### config.mk
export PLATFORM = sky130hd
export DESIGN_NAME = dmem_arbiter_flat
export DESIGN_NICKNAME = d
export VERILOG_FILES = /design/src/rtl/dmem_arbiter_if.sv /design/src/rtl/dmem_arbiter.sv /design/src/flat_wrapper.sv
export SDC_FILE = /design/constraint.sdc
export NUM_CORES = 1
export LEC_CHECK = 0
export ABC_AREA = 1
export BUFFER_PORTS_ARGS = -buffer_cell sky130_fd_sc_hd__buf_2
export CAP_MARGIN = 10
export CELL_PAD_IN_SITES_DETAIL_PLACEMENT = 0
export CELL_PAD_IN_SITES_GLOBAL_PLACEMENT = 2
export CORE_ASPECT_RATIO = 0.75
export CORE_MARGIN = 5
export CORE_UTILIZATION = 18
export CTS_CLUSTER_DIAMETER = 40
export CTS_CLUSTER_SIZE = 16
export DETAILED_ROUTE_END_ITERATION = 7
export GPL_ROUTABILITY_DRIVEN = 0
export HOLD_SLACK_MARGIN = 0.05
export PLACE_DENSITY_LB_ADDON = 0.1
export RECOVER_POWER = 100
export SETUP_SLACK_MARGIN = 0.3
export SLEW_MARGIN = 20
export SYNTH_ARGS = -nofsm -noshare
export SYNTH_HDL_FRONTEND = slang
export SYNTH_SLANG_ARGS = --single-unit
### constraint.sdc
create_clock -name clk -period 5.3 [get_ports clk]
set_input_delay 1.59 -clock clk [delete_from_list [all_inputs] [get_ports clk]]
set_output_delay 1.59 -clock clk [all_outputs]
set_load 0.1 [all_outputs]
### src/rtl/dmem_arbiter_if.sv
// Two-port data-memory arbiter bus: CPU port 0, loader/debug port 1, and the BRAM side.
// The arbiter takes the slave view; requesters and the BRAM model take the master view.
interface dmem_arbiter_if #(
  parameter int unsigned ADDR_W = 14
);
  logic              p0_req;
  logic              p0_we;
  logic [31:0]       p0_addr;
  logic [31:0]       p0_wdata;
  logic              p0_gnt;
  logic              p0_rvalid;
  logic [31:0]       p0_rdata;

  logic              p1_req;
  logic              p1_we;
  logic [31:0]       p1_addr;
  logic [31:0]       p1_wdata;
  logic              p1_gnt;
  logic              p1_rvalid;
  logic [31:0]       p1_rdata;

  logic              bram_we;
  logic [ADDR_W-1:0] bram_addr;
  logic [31:0]       bram_wdata;
  logic [31:0]       bram_rdata;

  modport master (
    output p0_req, p0_we, p0_addr, p0_wdata,
    output p1_req, p1_we, p1_addr, p1_wdata,
    output bram_rdata,
    input  p0_gnt, p0_rvalid, p0_rdata,
    input  p1_gnt, p1_rvalid, p1_rdata,
    input  bram_we, bram_addr, bram_wdata
  );

  modport slave (
    input  p0_req, p0_we, p0_addr, p0_wdata,
    input  p1_req, p1_we, p1_addr, p1_wdata,
    input  bram_rdata,
    output p0_gnt, p0_rvalid, p0_rdata,
    output p1_gnt, p1_rvalid, p1_rdata,
    output bram_we, bram_addr, bram_wdata
  );
endinterface

### src/rtl/dmem_arbiter.sv
// Single-BRAM arbiter: CPU port 0 has priority, bounded to CPU_BURST grants while port 1 waits.
// Combinational grant, one access per cycle, one-cycle read latency with MMIO reads returning 0.
module dmem_arbiter #(
  parameter int unsigned ADDR_W    = 14,
  parameter int unsigned CPU_BURST = 4
) (
  input  logic          clk,
  input  logic          rst_n,
  dmem_arbiter_if.slave bus
);

  localparam int unsigned CntW = ($clog2(CPU_BURST + 1) < 1) ? 1 : $clog2(CPU_BURST + 1);

  logic [CntW-1:0]   burst_q;
  logic              rd_valid_q;
  logic              rd_port_q;
  logic              rd_mmio_q;
  logic [ADDR_W-1:0] addr_q;
  logic [31:0]       wdata_q;

  logic              gnt0;
  logic              gnt1;
  logic              any_gnt;
  logic              sel_we;
  logic              sel_mmio;
  logic [ADDR_W-1:0] sel_word;
  logic [31:0]       sel_wdata;

  // Grants are forced low in reset so nothing reaches the BRAM.
  always_comb begin
    gnt0 = 1'b0;
    gnt1 = 1'b0;
    if (rst_n) begin
      if (bus.p0_req && bus.p1_req) begin
        if (burst_q == CntW'(CPU_BURST)) gnt1 = 1'b1;
        else                             gnt0 = 1'b1;
      end else begin
        gnt0 = bus.p0_req;
        gnt1 = bus.p1_req;
      end
    end
  end

  always_comb begin
    any_gnt   = gnt0 | gnt1;
    sel_we    = gnt1 ? bus.p1_we              : bus.p0_we;
    sel_mmio  = gnt1 ? bus.p1_addr[31]        : bus.p0_addr[31];
    sel_word  = gnt1 ? bus.p1_addr[ADDR_W+1:2] : bus.p0_addr[ADDR_W+1:2];
    sel_wdata = gnt1 ? bus.p1_wdata           : bus.p0_wdata;
  end

  assign bus.p0_gnt     = gnt0;
  assign bus.p1_gnt     = gnt1;
  assign bus.bram_addr  = any_gnt ? sel_word  : addr_q;
  assign bus.bram_wdata = any_gnt ? sel_wdata : wdata_q;
  assign bus.bram_we    = any_gnt & sel_we & ~sel_mmio;

  always_ff @(posedge clk) begin
    if (!rst_n) begin
      burst_q    <= '0;
      rd_valid_q <= 1'b0;
      rd_port_q  <= 1'b0;
      rd_mmio_q  <= 1'b0;
      addr_q     <= '0;
      wdata_q    <= '0;
    end else begin
      rd_valid_q <= any_gnt & ~sel_we;
      if (any_gnt) begin
        addr_q    <= sel_word;
        wdata_q   <= sel_wdata;
        rd_port_q <= gnt1;
        rd_mmio_q <= sel_mmio;
      end
      // Counts only CPU grants that made port 1 wait.
      if (!bus.p1_req || gnt1) begin
        burst_q <= '0;
      end else if (gnt0 && burst_q != CntW'(CPU_BURST)) begin
        burst_q <= burst_q + CntW'(1);
      end
    end
  end

  assign bus.p0_rvalid = rst_n & rd_valid_q & ~rd_port_q;
  assign bus.p1_rvalid = rst_n & rd_valid_q &  rd_port_q;
  assign bus.p0_rdata  = (bus.p0_rvalid && !rd_mmio_q) ? bus.bram_rdata : 32'h0;
  assign bus.p1_rdata  = (bus.p1_rvalid && !rd_mmio_q) ? bus.bram_rdata : 32'h0;

endmodule

### src/flat_wrapper.sv
// flat-port wrapper written by rule: the top's interface ports become plain ports
module dmem_arbiter_flat 
#(
  parameter int unsigned ADDR_W    = 14,
  parameter int unsigned CPU_BURST = 4
)
  (clk, rst_n, bus_p0_req, bus_p0_we, bus_p0_addr, bus_p0_wdata, bus_p1_req, bus_p1_we, bus_p1_addr, bus_p1_wdata, bus_bram_rdata, bus_p0_gnt, bus_p0_rvalid, bus_p0_rdata, bus_p1_gnt, bus_p1_rvalid, bus_p1_rdata, bus_bram_we, bus_bram_addr, bus_bram_wdata);
  dmem_arbiter_if #(.ADDR_W(ADDR_W)) bus_i ();
  input  logic clk;
  input  logic rst_n;
  input wire logic [$bits(bus_i.p0_req)-1:0] bus_p0_req;
  input wire logic [$bits(bus_i.p0_we)-1:0] bus_p0_we;
  input wire logic [$bits(bus_i.p0_addr)-1:0] bus_p0_addr;
  input wire logic [$bits(bus_i.p0_wdata)-1:0] bus_p0_wdata;
  input wire logic [$bits(bus_i.p1_req)-1:0] bus_p1_req;
  input wire logic [$bits(bus_i.p1_we)-1:0] bus_p1_we;
  input wire logic [$bits(bus_i.p1_addr)-1:0] bus_p1_addr;
  input wire logic [$bits(bus_i.p1_wdata)-1:0] bus_p1_wdata;
  input wire logic [$bits(bus_i.bram_rdata)-1:0] bus_bram_rdata;
  output wire logic [$bits(bus_i.p0_gnt)-1:0] bus_p0_gnt;
  output wire logic [$bits(bus_i.p0_rvalid)-1:0] bus_p0_rvalid;
  output wire logic [$bits(bus_i.p0_rdata)-1:0] bus_p0_rdata;
  output wire logic [$bits(bus_i.p1_gnt)-1:0] bus_p1_gnt;
  output wire logic [$bits(bus_i.p1_rvalid)-1:0] bus_p1_rvalid;
  output wire logic [$bits(bus_i.p1_rdata)-1:0] bus_p1_rdata;
  output wire logic [$bits(bus_i.bram_we)-1:0] bus_bram_we;
  output wire logic [$bits(bus_i.bram_addr)-1:0] bus_bram_addr;
  output wire logic [$bits(bus_i.bram_wdata)-1:0] bus_bram_wdata;
  assign bus_i.p0_req = bus_p0_req;
  assign bus_i.p0_we = bus_p0_we;
  assign bus_i.p0_addr = bus_p0_addr;
  assign bus_i.p0_wdata = bus_p0_wdata;
  assign bus_i.p1_req = bus_p1_req;
  assign bus_i.p1_we = bus_p1_we;
  assign bus_i.p1_addr = bus_p1_addr;
  assign bus_i.p1_wdata = bus_p1_wdata;
  assign bus_i.bram_rdata = bus_bram_rdata;
  assign bus_p0_gnt = bus_i.p0_gnt;
  assign bus_p0_rvalid = bus_i.p0_rvalid;
  assign bus_p0_rdata = bus_i.p0_rdata;
  assign bus_p1_gnt = bus_i.p1_gnt;
  assign bus_p1_rvalid = bus_i.p1_rvalid;
  assign bus_p1_rdata = bus_i.p1_rdata;
  assign bus_bram_we = bus_i.bram_we;
  assign bus_bram_addr = bus_i.bram_addr;
  assign bus_bram_wdata = bus_i.bram_wdata;
  dmem_arbiter #(.ADDR_W(ADDR_W), .CPU_BURST(CPU_BURST)) u_core (.clk(clk), .rst_n(rst_n), .bus(bus_i));
endmodule
### Word level (Yosys, flattened, before mapping)

Index checks and enable logic that the tools add are counted.

| word-level totals | value |
|---|---|
| input bits | 166 |
| logic and storage cells | 42 |
| bits in registers | 52 |
| output and inout port bits | 115 |

| operators by class | value |
|---|---|
| muxes and demuxes | 14 |
| bitwise gates (word level) | 11 |
| reduce and logical (&&, ||, !) cells | 8 |
| equal/unequal tests | 2 |
| add/sub/neg operators | 1 |

Operator list:

| operator | count |
|---|---|
| $mux 32 | 4 |
| $mux 14 | 2 |
| $mux 1 | 8 |
| $and 1x1->1 | 6 |
| $logic_and 1x1->1 | 4 |
| $not 1->1 | 4 |
| $add 3x1->3 const B | 1 |
| $eq 3x3->1 const B | 1 |
| $ne 3x3->1 const B | 1 |
| $logic_not 1->1 | 2 |
| $reduce_or 2->1 | 1 |
| $logic_or 1x1->1 | 1 |
| $or 1x1->1 | 1 |

### Logic depth before layout (Yosys ltp)

| depth | value |
|---|---|
| depth in word-level cells | 7 |
| gate-level depth with buffers | 10 |

### Worst setup path after synthesis

No wires, ideal clock.

| path | value |
|---|---|
| kind | input-to-output |
| from | in rst_n |
| to | out bus_p1_rdata[10] |
| stages on the path | 5 |
| arrival | 4.780 ns |
| setup slack | -1.070 ns |
| required time | 3.710 ns |
| cells stage by stage | nand2_1 -> nor2_1 -> nand2_1 -> clkbuf_1 -> nor2_1 |

| on the way | value |
|---|---|
| word-level cells in the longest chain between the ends | 4 |

Ends and longest elaborated chain:

| element | RTL line | text |
|---|---|---|
| start, declared | flat_wrapper.sv:10 | `input logic rst_n;` |
| $and 1x1->1 (2 in series) | dmem_arbiter.sv:84 | `assign bus.p1_rvalid = rst_n & rd_valid_q & rd_port_q;` |
| named net bus_p1_rvalid | flat_wrapper.sv:24 | `output wire logic [$bits(bus_i.p1_rvalid)-1:0] bus_p1_rvalid;` |
| $logic_and 1x1->1 | dmem_arbiter.sv:86 | `assign bus.p1_rdata = (bus.p1_rvalid && !rd_mmio_q) ? bus.bram_rdata : 32'h0;` |
| $mux 32 | dmem_arbiter.sv:86 |  |
| end, declared | flat_wrapper.sv:25 | `output wire logic [$bits(bus_i.p1_rdata)-1:0] bus_p1_rdata;` |

The timed path passes the listed nets, and every way through them passes these cells.

### Worst setup path after layout

| path | value |
|---|---|
| from | in rst_n |
| to | out bus_bram_we |

| on the way | value |
|---|---|
| word-level cells in the longest chain between the ends | 4 |
| elaborated cells between the ends (all ways) | 8 |

Ends and longest elaborated chain:

| element | RTL line | text |
|---|---|---|
| $mux 1 | dmem_arbiter.sv:33 | `if (rst_n) begin` |
| $or 1x1->1 (tied with other cells) | dmem_arbiter.sv:45 | `any_gnt = gnt0 \| gnt1;` |
| $and 1x1->1 / $not 1->1 (equally long branches) | dmem_arbiter.sv:56 | `assign bus.bram_we = any_gnt & sel_we & ~sel_mmio;` |
| $and 1x1->1 * | dmem_arbiter.sv:56 |  |
| end, declared | flat_wrapper.sv:26 | `output wire logic [$bits(bus_i.bram_we)-1:0] bus_bram_we;` |

Every way passes the cells marked *; elsewhere a longest branch is shown, timed or not.

==> results.json <==
{
  "cp_cell_sequence": "buf_2 -> nand2_1 -> inv_1 -> nand2_1 -> inv_1 -> nand2_1 -> nand2_1 -> nor2_2 -> buf_12",
  "max-slew-margin-rel": 0.204,
  "synth.most_common_cell": "nand3_1",
  "grt_max_degree": 48,
  "crit_type": "in -> out",
  "dp.cells": 940,
  "grt_pass1_wl_um": 22100,
  "hold_viol_final": 0,
  "p_total_w": 0.00146,
  "cts_tree": "yes",
  "io_buffers": 246,
  "cpPeakStageDelay_ps": 650,
  "synth_xor_area_frac": 0.00285,
  "synth-seq-cells": 52,
  "die_w_um": 161,
  "switchingPower_w": 0.000606,
  "ant_nets": 0,
  "crit_arrival_ps": 3270,
  "root_buffer": "clkbuf_16",
  "reg2reg_depth": 8,
  "avgSynthCellArea_um2": 6.04,
  "holdPathEnd": "u_core.burst_q[0]",
  "cts.clk_slew.worst_paths_ps": 70,
  "syn_area_um2": 3080,
  "post-cts-setup-buffer-count": 0,
  "crit_path_max_fanout": 21,
  "synthFlopType": "dfxtp_1",
  "grt_antenna_before_repair": 0,
  "route.vias.total": 4075,
  "timing.rr.start": "u_core.burst_q[0]",
  "start_util": 0.183,
  "p_sw_frac": 0.415,
  "hold_buffers": 0,
  "multi_input_area_um2": 1760,
  "synth_nets": 678,
  "die_area_um2": 19800,
  "intPower_w": 0.000854,
  "maxCapViolCount": 0,
  "cp_common_cell": "nand2_1",
  "wl_per_cell_um": 15.3,
  "grt_use_total": 0.138,
  "status": "finished clean",
  "drt_pre_antenna_iters": 4,
  "synth_compound_area_frac": 0.00569,
  "synth_edf_count": 0,
  "fin_cells": 948,
  "pwr-share-seq": 0.287,
  "yosys.area_share.adder": 0.00813,
  "htreeDepth": 2,
  "clockBufferDepth": 2,
  "cts_resized": 0,
  "slew_viol_final": 0,
  "die_h_um": 123,
  "cp_num_buf_inv": 4,
  "fmax_ghz": 0.206,
  "rsz0062_at_grt": "no",
  "crit_path_end_kind": "output pin",
  "grt_pass1_vias": 4099,
  "layout-drive-gt1-share": 0.409,
  "p_clk_frac": 0.251,
  "syn2layout_area_growth_pct": 101,
  "finClkSkew_ps": 4.63,
  "setup_viol": 0,
  "fin_nets": 900,
  "async_flop_share": 0,
  "drt_wl_total_um": 14500,
  "viasPerCell": 4.30,
  "reg2reg_to": "u_core.wdata_q[26]",
  "cts_inserted_buffers": 5,
  "gr-total-overflow": 0,
  "startpoint": "rst_n",
  "totalNegativeSetupSlack_ps": 0,
  "hpwl_um": 10800,
  "fillers": 1815,
  "share_comb_of_total_power": 0.462,
  "cp_data_required_time_ps": 3710,
  "clkLatencyLatePin_ps": 290,
  "synth_common_cells": "nand3_1 (188), inv_1 (88), nor2_1 (70)",
  "power_leakage_nw": 3.23,
  "design.core.area_um2": 16800,
  "fin_crit_sh": 0.918,
  "setup.worst_path.start_class": "input pin",
  "drcViolationCount": 0,
  "min_period_ps": 4860,
  "muxShareOfSynthArea": 0,
  "worstMarginPinSlew_ps": 1200,
  "cp_top_family": "buffers and inverters",
  "core.rowCount": 41,
  "vdd_ir_drop_max_mv": 0.111,
  "hold_class": "reg -> reg",
  "insertedDiodeCount": 0,
  "power.density_nw_per_um2": 236,
  "r2r_slack_ps": 3270,
  "yosysTopAreaCell": "dfxtp_1",
  "syn_inst": 510,
  "synth_top_family_by_area": "simple AND/OR/NAND/NOR gates",
  "regArea_um2": 1040,
  "synth.distinct_cells": 16,
  "synthTopCellsByArea": "dfxtp_1 (34%), nand3_1 (31%), inv_1 (11%), nor2_1 (8.5%), nand2_1 (7.6%)",
  "ios": 281,
  "hp-start": "u_core.burst_q[0]",
  "yosys.area_share.simple": 0.467,
  "clock_sinks": 52,
  "synth_top_area_share": 0.338,
  "crit_slowest_cell": "inv_1",
  "yosys_warnings": 0,
  "hold_depth": 1,
  "drtIter0Drc": 226,
  "synth-seq-area-share": 0.338
}
sequential cells by signal (all words and copies together) (netlist names):
name and flops:
u_core.rd_port_q 1, u_core.burst_q 3, u_core.rd_valid_q 1, u_core.addr_q 14, u_core.rd_mmio_q 1, u_core.wdata_q 32
routing by layer:
metal | GRT usage | part of all wire | up-vias | wire length, um
met2 | 0.233 | 0.48 | 142 | 7010
met3 | 0.0516 | 0.092 | 4 | 1340
li1 | - | - | 2045 | -
met4 | 0.0144 | 0.0041 | 0 | 59
met1 | 0.176 | 0.42 | 1884 | 6120
met5 | 0 | 0 | - | 0
cell families (layout without fill, tap and decap cells):
logic type,count (synthesis),count (layout)
AO/OA/AOI/OAI,3,3
XOR/XNOR,1,1
adder cells (fa/ha/maj),2,2
buffers and inverters,132,355
flip-flops,52,52
AND/OR/NAND/NOR,320,320
metrics by stage:
stage,utilization,setup WS (ps),area [um2],hold WS [ps]
final,0.368,436,6190,450
after global routing,0.368,324,6190,483
after CTS,0.407,699,6850,456
after detailed placement,0.397,701,6690,446
after global placement,0.397,721,6690,428
after floorplan,-,188,3560,417
power by group through the flow:
stage	clock network [W]	logic, W	registers [W]
finish	0.000367	0.000675	0.000419
global route	0.000401	0.000707	0.000421
CTS	0.000387	0.000702	0.000419
detailed placement	0	0.000700	0.000428
global placement	0	0.000700	0.000428
floorplan	0	0.000434	0.000427
placed cells by master (no fill, tap or decap), drive strengths merged:
cell    instances
a21boi          1
a21oi           1
buf           226
bufinv          1
clkbuf         36
clkinv          1
dfxtp          52
ha              2
inv            91
nand2          62
nand3         188
nor2           70
o21ai           1
xnor2           1
layout make-up:
class / count / share of cell area
multi-input cells: 326 / 0.284
flip-flops and latches: 52 / 0.168
inverters: 91 / 0.0552
well taps: 215 / 0.0435
clock inverters: 2 / 0.00566
repair buffers: 256 / 0.423
clock buffers: 6 / 0.0208
how the worst max path moves through the flow:
stage	end	slack, ps	depth (start not counted)
floorplan	bus_p1_rdata[10]	190	5
global placement	bus_p0_rdata[31]	720	6
detailed placement	bus_p0_rdata[0]	700	6
CTS	bus_p0_rdata[0]	700	6
global route	bus_bram_we	320	9
finish	bus_bram_we	440	9
Note: power is estimated with default switching activity, not from simulation.
